### src/rtl/wb_csr_ctrl_pkg.sv
// Shared encodings and WB-stage bundle for the CSR requester.
// Op codes, ecodes and FSM states used by wb_csr_ctrl.
package wb_csr_ctrl_pkg;

   localparam logic [2:0] WB_OP_NONE    = 3'd0;
   localparam logic [2:0] WB_OP_CSRRD   = 3'd1;
   localparam logic [2:0] WB_OP_CSRWR   = 3'd2;
   localparam logic [2:0] WB_OP_CSRXCHG = 3'd3;
   localparam logic [2:0] WB_OP_ERTN    = 3'd4;
   localparam logic [2:0] WB_OP_SYSCALL = 3'd5;

   localparam logic [5:0] ECODE_INT = 6'h00;
   localparam logic [5:0] ECODE_SYS = 6'h0B;

   localparam logic [0:0] S_RUN   = 1'b0;
   localparam logic [0:0] S_DRAIN = 1'b1;

   typedef struct packed {
      logic [31:0] pc;
      logic [2:0]  op;
      logic [13:0] csr_num;
      logic [4:0]  rd;
      logic [31:0] rd_value;
      logic [31:0] rj_value;
      logic        gpr_we;
      logic [31:0] gpr_wdata;
      logic        ex;
      logic [5:0]  ecode;
      logic [8:0]  esubcode;
   } wb_reg_t;

endpackage

### src/rtl/wb_csr_ctrl.sv
// Write-back CSR requester and exception committer.
// Commits one latched instruction per cycle; flushes open a kill window.
module wb_csr_ctrl
   import wb_csr_ctrl_pkg::*;
#(
   parameter int unsigned DRAIN_CYCLES = 3
) (
   input  logic        clk,
   input  logic        reset,
   input  logic        in_valid,
   output logic        in_ready,
   input  logic [31:0] in_pc,
   input  logic [2:0]  in_op,
   input  logic [13:0] in_csr_num,
   input  logic [4:0]  in_rd,
   input  logic [31:0] in_rd_value,
   input  logic [31:0] in_rj_value,
   input  logic        in_gpr_we,
   input  logic [31:0] in_gpr_wdata,
   input  logic        in_ex,
   input  logic [5:0]  in_ecode,
   input  logic [8:0]  in_esubcode,
   output logic        csr_re,
   output logic [13:0] csr_num,
   output logic        csr_we,
   output logic [31:0] csr_wmask,
   output logic [31:0] csr_wvalue,
   input  logic [31:0] csr_rvalue,
   output logic        wb_ex,
   output logic [5:0]  wb_ecode,
   output logic [8:0]  wb_esubcode,
   output logic [31:0] wb_pc,
   output logic        ertn_flush,
   input  logic [31:0] ex_entry,
   input  logic [31:0] ertn_entry,
   input  logic        has_int,
   output logic        rf_we,
   output logic [4:0]  rf_waddr,
   output logic [31:0] rf_wdata,
   output logic        flush,
   output logic [31:0] flush_target
);

   localparam logic [3:0] CNT_INIT = 4'(DRAIN_CYCLES - 1);

   wb_reg_t     wb;
   logic        wb_valid;
   logic [0:0]  state;
   logic [3:0]  cnt;
   logic        act;
   logic        is_csr;
   logic        rest;
   logic        k_int;
   logic        k_ex;
   logic        k_sys;
   logic        k_ertn;
   logic        k_csr;
   logic        k_plain;

   assign in_ready = ~reset;

   always_ff @(posedge clk) begin
      if (reset) begin
         wb_valid <= 1'b0;
         wb       <= '0;
      end else begin
         wb_valid <= in_valid & in_ready;
         if (in_valid & in_ready)
            wb <= '{in_pc, in_op, in_csr_num, in_rd,
                    in_rd_value, in_rj_value, in_gpr_we,
                    in_gpr_wdata, in_ex, in_ecode,
                    in_esubcode};
      end
   end

   // Anything latched while draining is a younger, killed instruction.
   assign act    = ~reset & wb_valid & (state == S_RUN);
   assign is_csr = (wb.op == WB_OP_CSRRD) |
                   (wb.op == WB_OP_CSRWR) |
                   (wb.op == WB_OP_CSRXCHG);

   assign k_int   = act & has_int;
   assign k_ex    = act & ~has_int & wb.ex;
   assign rest    = act & ~has_int & ~wb.ex;
   assign k_sys   = rest & (wb.op == WB_OP_SYSCALL);
   assign k_ertn  = rest & (wb.op == WB_OP_ERTN);
   assign k_csr   = rest & is_csr;
   assign k_plain = rest & ~is_csr &
                    (wb.op != WB_OP_SYSCALL) &
                    (wb.op != WB_OP_ERTN);

   always_comb begin
      csr_re       = 1'b0;
      csr_num      = '0;
      csr_we       = 1'b0;
      csr_wmask    = '0;
      csr_wvalue   = '0;
      wb_ex        = 1'b0;
      wb_ecode     = '0;
      wb_esubcode  = '0;
      wb_pc        = '0;
      ertn_flush   = 1'b0;
      rf_we        = 1'b0;
      rf_waddr     = '0;
      rf_wdata     = '0;
      flush        = 1'b0;
      flush_target = '0;
      unique case (1'b1)
         k_int: begin
            wb_ex        = 1'b1;
            wb_ecode     = ECODE_INT;
            wb_pc        = wb.pc;
            flush        = 1'b1;
            flush_target = ex_entry;
         end
         k_ex: begin
            wb_ex        = 1'b1;
            wb_ecode     = wb.ecode;
            wb_esubcode  = wb.esubcode;
            wb_pc        = wb.pc;
            flush        = 1'b1;
            flush_target = ex_entry;
         end
         k_sys: begin
            wb_ex        = 1'b1;
            wb_ecode     = ECODE_SYS;
            wb_pc        = wb.pc;
            flush        = 1'b1;
            flush_target = ex_entry;
         end
         k_ertn: begin
            ertn_flush   = 1'b1;
            flush        = 1'b1;
            flush_target = ertn_entry;
         end
         k_csr: begin
            csr_re   = 1'b1;
            csr_num  = wb.csr_num;
            rf_we    = wb.rd != 5'd0;
            rf_waddr = wb.rd;
            rf_wdata = csr_rvalue;
            if (wb.op != WB_OP_CSRRD) begin
               csr_we     = 1'b1;
               csr_wvalue = wb.rd_value;
               csr_wmask  = (wb.op == WB_OP_CSRWR) ?
                            32'hFFFF_FFFF : wb.rj_value;
            end
         end
         k_plain: begin
            rf_we    = wb.gpr_we;
            rf_waddr = wb.rd;
            rf_wdata = wb.gpr_wdata;
         end
         default: ;
      endcase
   end

   always_ff @(posedge clk) begin
      if (reset) begin
         state <= S_RUN;
         cnt   <= '0;
      end else begin
         case (state)
            S_RUN: begin
               if (flush) begin
                  state <= S_DRAIN;
                  cnt   <= CNT_INIT;
               end
            end
            default: begin
               if (cnt == 4'd0)
                  state <= S_RUN;
               else
                  cnt <= cnt - 4'd1;
            end
         endcase
      end
   end

endmodule
### config.mk
export PLATFORM = sky130hd
export DESIGN_NAME = wb_csr_ctrl
export DESIGN_NICKNAME = d
export VERILOG_FILES = /design/src/rtl/wb_csr_ctrl_pkg.sv /design/src/rtl/wb_csr_ctrl.sv
export SDC_FILE = /design/constraint.sdc
export NUM_CORES = 1
export LEC_CHECK = 0
export CAP_MARGIN = 20
export CORE_AREA = 2 2 182 184
export CTS_CLUSTER_SIZE = 24
export DETAILED_ROUTE_END_ITERATION = 12
export DIE_AREA = 0 0 184 186
export MAX_ROUTING_LAYER = met4
export SYNTH_ARGS = -nofsm -noshare
export SYNTH_HDL_FRONTEND = slang
export SYNTH_SLANG_ARGS = --single-unit
### constraint.sdc
create_clock -name clk -period 5.7 [get_ports clk]
set_input_delay 0.855 -clock clk [delete_from_list [all_inputs] [get_ports clk]]
set_output_delay 0.855 -clock clk [all_outputs]
set_load 0.005 [all_outputs]
Word level (Yosys, flattened, before mapping)
Cells that the tools add are included.
{"block": "op_classes", "add_sub_neg": 1, "multipliers": 0, "div": 0, "order_cmp": 0, "n_eq_ne": 9, "n_shift": 0, "mux": 25, "n_bitwise": 20, "reduce_logical": 7}
{"cell": "$mux W32", "n": 6}
{"cell": "$pmux W32 S2", "n": 2}
{"cell": "$mux W14", "n": 1}
{"cell": "$and A1 B1 Y1", "n": 13}
{"cell": "$mux W4", "n": 3}
{"cell": "$pmux W6 S2", "n": 1}
{"cell": "$mux W1", "n": 9}
{"cell": "$mux W9", "n": 1}
{"cell": "$eq A3 B2 Y1 const B", "n": 2}
{"cell": "$eq A3 B3 Y1 const B", "n": 2}
{"cell": "$ne A3 B3 Y1 const B", "n": 2}
{"cell": "$mux W5", "n": 1}
{"cell": "$not A1 Y1", "n": 5}
{"cell": "$reduce_bool A5 Y1", "n": 1}
{"cell": "$logic_not A4 Y1", "n": 1}
{"cell": "$reduce_or A4 Y1", "n": 1}
{"cell": "$sub A4 B1 Y4 const B", "n": 1}
{"cell": "$eq A3 B1 Y1 const B", "n": 1}
{"cell": "$ne A3 B1 Y1 const B", "n": 1}
{"cell": "$reduce_or A3 Y1", "n": 1}
{"cell": "$ne A2 B2 Y1 const B", "n": 1}
{"cell": "$or A1 B1 Y1", "n": 2}
{"cell": "$pmux W1 S2", "n": 1}
{"cell": "$reduce_and A2 Y1", "n": 1}
{"cell": "other kinds (2)", "n": 2}
{"block": "totals", "register_bits": 173, "latchBits": 0, "ramBits": 0, "romBits": 0, "inputBits": 267, "out_inout_bits": 201, "memories": 0}

Logic depth before layout (Yosys ltp)
{"block": "depth", "depth_word": 10, "depth_mapped": 6, "ltp_nobuf": 6}

Least setup slack after synthesis
No wires, ideal clock.
{"block": "synth_path", "path_type": "input port to output port", "from": "input reset", "to": "output flush_target[0]", "arrival_ns": 2.089, "required_time_ns": 4.845, "slack_ns": 2.756, "path_stages": 6, "path_buffers": 2, "cell_sequence": "or3b_4 > nand2b_1 > buf_2 > nor3_4 > buf_6 > a22o_1"}
{"block": "synth_between", "elab_chain_cells": 8, "word_cells_on_any_way": 11, "classes_between": "mux (1); bitwise (9); reduce/logical (1)"}
{"item": "from (decl)", "line": "wb_csr_ctrl.sv:9", "rtl": "input logic reset,"}
{"item": "$not A1 Y1 *", "line": "wb_csr_ctrl.sv:77", "rtl": "assign act = ~reset & wb_valid & (state == S_RUN);"}
{"item": "$and A1 B1 Y1 * (2 in series)", "line": "wb_csr_ctrl.sv:77"}
{"item": "$and A1 B1 Y1", "line": "wb_csr_ctrl.sv:83, wb_csr_ctrl.sv:84"}
{"item": "$and A1 B1 Y1", "line": "wb_csr_ctrl.sv:84", "rtl": "assign rest = act & ~has_int & ~wb.ex;"}
{"item": "$and A1 B1 Y1", "line": "wb_csr_ctrl.sv:85", "rtl": "assign k_sys = rest & (wb.op == WB_OP_SYSCALL);"}
{"item": "$reduce_or A3 Y1 (no source line)"}
{"item": "$pmux W32 S2 *", "line": "wb_csr_ctrl.sv:108", "rtl": "unique case (1'b1)"}
{"item": "to (decl)", "line": "wb_csr_ctrl.sv:41", "rtl": "output logic [31:0] flush_target"}
Every way passes the cells marked *; elsewhere a longest branch is shown, timed or not.

Worst setup path in the final report
{"block": "layout_path", "from": "input reset", "to": "output flush_target[2]"}
Same word-level chain as after synthesis.

==> results.toml <==
[timing]
relSlewSlack_pct = 30.68
slew_violations = 0
fin_tns_setup_ns = 0
finalClockSkew_ns = 0.008029
fin_crit_ns = 4.498
rsz0062_at_grt = "false"
worst_pin_slew_ns = 1.040
finalSetupViolCount = 0
fin_ws_ns = 1.202
hold_violations = 0
max_freq_ghz = 0.2223
fin_crit_sh_pct = 78.92

[clocking]
clockRootBuffer = "clkbuf_16"
cts-htree-levels = 4
clk_path_buf_depth = 2
cts_tree = "built"
clk_pin_slew_ns = 0.07
cts_hold_buffers = 0
insertion_delay_ns = 0.44
cts_made_buffers = 17
postCtsResizedCells = 0
post-cts-setup-buffer-count = 0
clock-sinks = 173

[setup_path]
rrSetupSlack_ns = 3.89
end_kind = "output port"
timing.critical_path.from = "reset"
r2r-end = "cnt[1]$_SDFFE_PP0P_"
worstPathArrival_ns = 3.64
start_kind = "input pin"
r2r_cells = 4
r2r_start = "wb[134]$_SDFFE_PP0P_"
crit_type = "input pin to output port"
crit_required_ns = 4.85
path_max_fanout = 88

[routing]
dr.first_iter.drc_count = 321
vias_per_cell = 4.599
dr.pass1.iters = 6
routed_wl_microns = 33300
drc = 0
num_vias = 8251
wl_per_cell_microns = 18.56
ant_nets = 0

[yosys]
synth_top_area_share_pct = 40.52
synthArstFlopShare_pct = 0
synth_ff_type = "dfxtp_1"
synthMostInstantiatedCell = "nor2_1"
syn_area_per_cell_sq_um = 8.978
synth-edff-count = 0
ys_seq_elements = 173
yosysTopAreaCell = "dfxtp_1"
syn_nets = 1220
syn_area_sq_um = 8547
synth_cell_types = 34
synth_area_leaders = "dfxtp_1 41%, mux2i_1 20%, nor2_1 9.1%, and2_1 5.6%, mux2_2 4.2%"
synthTopCellsByCount = "208 x nor2_1, 173 x dfxtp_1, 167 x mux2i_1"
syn_inst = 952
seq_area_frac_synth_pct = 40.52
yosys_warnings = 0

[worst_hold_path]
min_path_type = "flop to flop"
min_from = "wb[139]$_SDFFE_PP0P_"
holdPathEnd = "wb[139]$_SDFFE_PP0P_"
holdPathStages = 2

[final_layout]
layout.nets = 1637
drive_above_1_share_pct = 6.368
area_delta_synth_final_pct = 64.57
final_core_util_pct = 43.68

[place]
gp_congestion = 0.7985
hpwl_microns = 24360
post-place-ws_ns = 1.070
port_buffers = 467

[pwr]
p_per_area_nw_per_um2 = 209.9
finalPower_uw = 2952
ir_drop_v = 0.0002103
p_leak_uw = 0.005811

[floorplan]
die_x_microns = 184
ios = 468
core-area_sq_um = 32210
rows = 66
die_height_microns = 186
die_area_sq_um = 34220
start_util_pct = 26.54

[run_status]
status = "finished, final reports clean"

[global_routing]
antenna_found_initial = 4
grtUsageTotal_pct = 19.43
grt.overflow.total = 0
first_global_vias = 8241
grt_first_pass_wirelength_microns = 48680
grt_max_degree = 95

[flow_run]
cap_viol_max_count = 0
==> worst max-delay path, stage by stage <==
cell and delay [ns]:
buf_6 0.28, or3b_4 0.51, nand2b_2 0.60, nor3_4 0.32, buf_4 0.36, a22o_1 0.18
clkdlybuf4s50_1 0.49
==> state kept, by name, summed over array words and instances, names as in the netlist <==
name	cells
wb	167
state	1
cnt	4
wb_valid	1
==> stage by stage <==
stage	area (sq um)	std cells	hold slack [ns]
6_report	14070	1794	0.4858
5_1_grt	14070	1794	0.5138
4_1_cts	14060	1790	0.4930
3_5_place_dp	13520	1758	0.4750
3_3_place_gp	13520	1758	0.4639
2_1_floorplan	8547	952	0.4515
==> metal layers <==
layer	global-route usage (%)	wire length (microns)
met3	6.476	2680
met4	6.816	798
met1	20.61	13210
met2	33.90	16610
met5	-	0
==> cells by family (layout without fill, tap and decap cells) <==
kind of cell / Yosys count / in the layout / synth area share (%)
compound gates: 139 / 139 / 12.05
flops: 173 / 173 / 40.52
simple gates: 321 / 321 / 17.73
fa+ha+maj: 1 / 1 / 0.1464
buf+inv: 119 / 549 / 5.783
other cells: 0 / 4 / 0
mux: 199 / 199 / 23.77
==> cell usage in the layout, fill, tap and decap left out, types with 3 or more instances in the layout <==
cell type / Yosys / layout
clkinv_4: 0 / 3
clkinv_2: 0 / 3
mux2_2: 32 / 32
a22o_1: 33 / 33
inv_1: 36 / 36
nand3b_1: 3 / 3
a22oi_1: 32 / 32
and3_1: 19 / 19
a2bb2oi_1: 31 / 31
nor2_1: 208 / 207
and2_1: 76 / 76
inv_8: 0 / 3
diode_2: 0 / 4
mux2i_1: 167 / 167
dfxtp_1: 173 / 171
buf_4: 0 / 13
a21o_1: 3 / 3
a21oi_1: 37 / 36
clkdlybuf4s50_1: 0 / 465
clkbuf_16: 0 / 17
==> cell type report <==
cell class                 instances  area, sq um
multi-input combinational        660         4606
inverter                          36        135.1
antenna                            4        10.01
fill                            3141        18140
clock inverter                    13        107.6
tap                              408        510.5
timing repair buffer             481         4798
clock buffer                      19        432.9
sequential                       173         3466
==> how the worst max path moves through the flow <==
stage,to,slack (ns),depth (start not counted)
detailed placement,flush_target[2],1.07,7
finish,flush_target[2],1.20,7
global placement,flush_target[11],1.13,7
global route,flush_target[6],0.92,7
floorplan,flush_target[0],2.76,6
CTS,flush_target[2],1.07,7
==> where the power goes <==
group / switching, uW / internal (uW) / leakage, uW
clock: 542 / 569 / 0.000263
combinational: 204 / 316 / 0.00412
sequential: 41.9 / 1280 / 0.00143
Note: power is estimated with default switching activity, not from simulation.
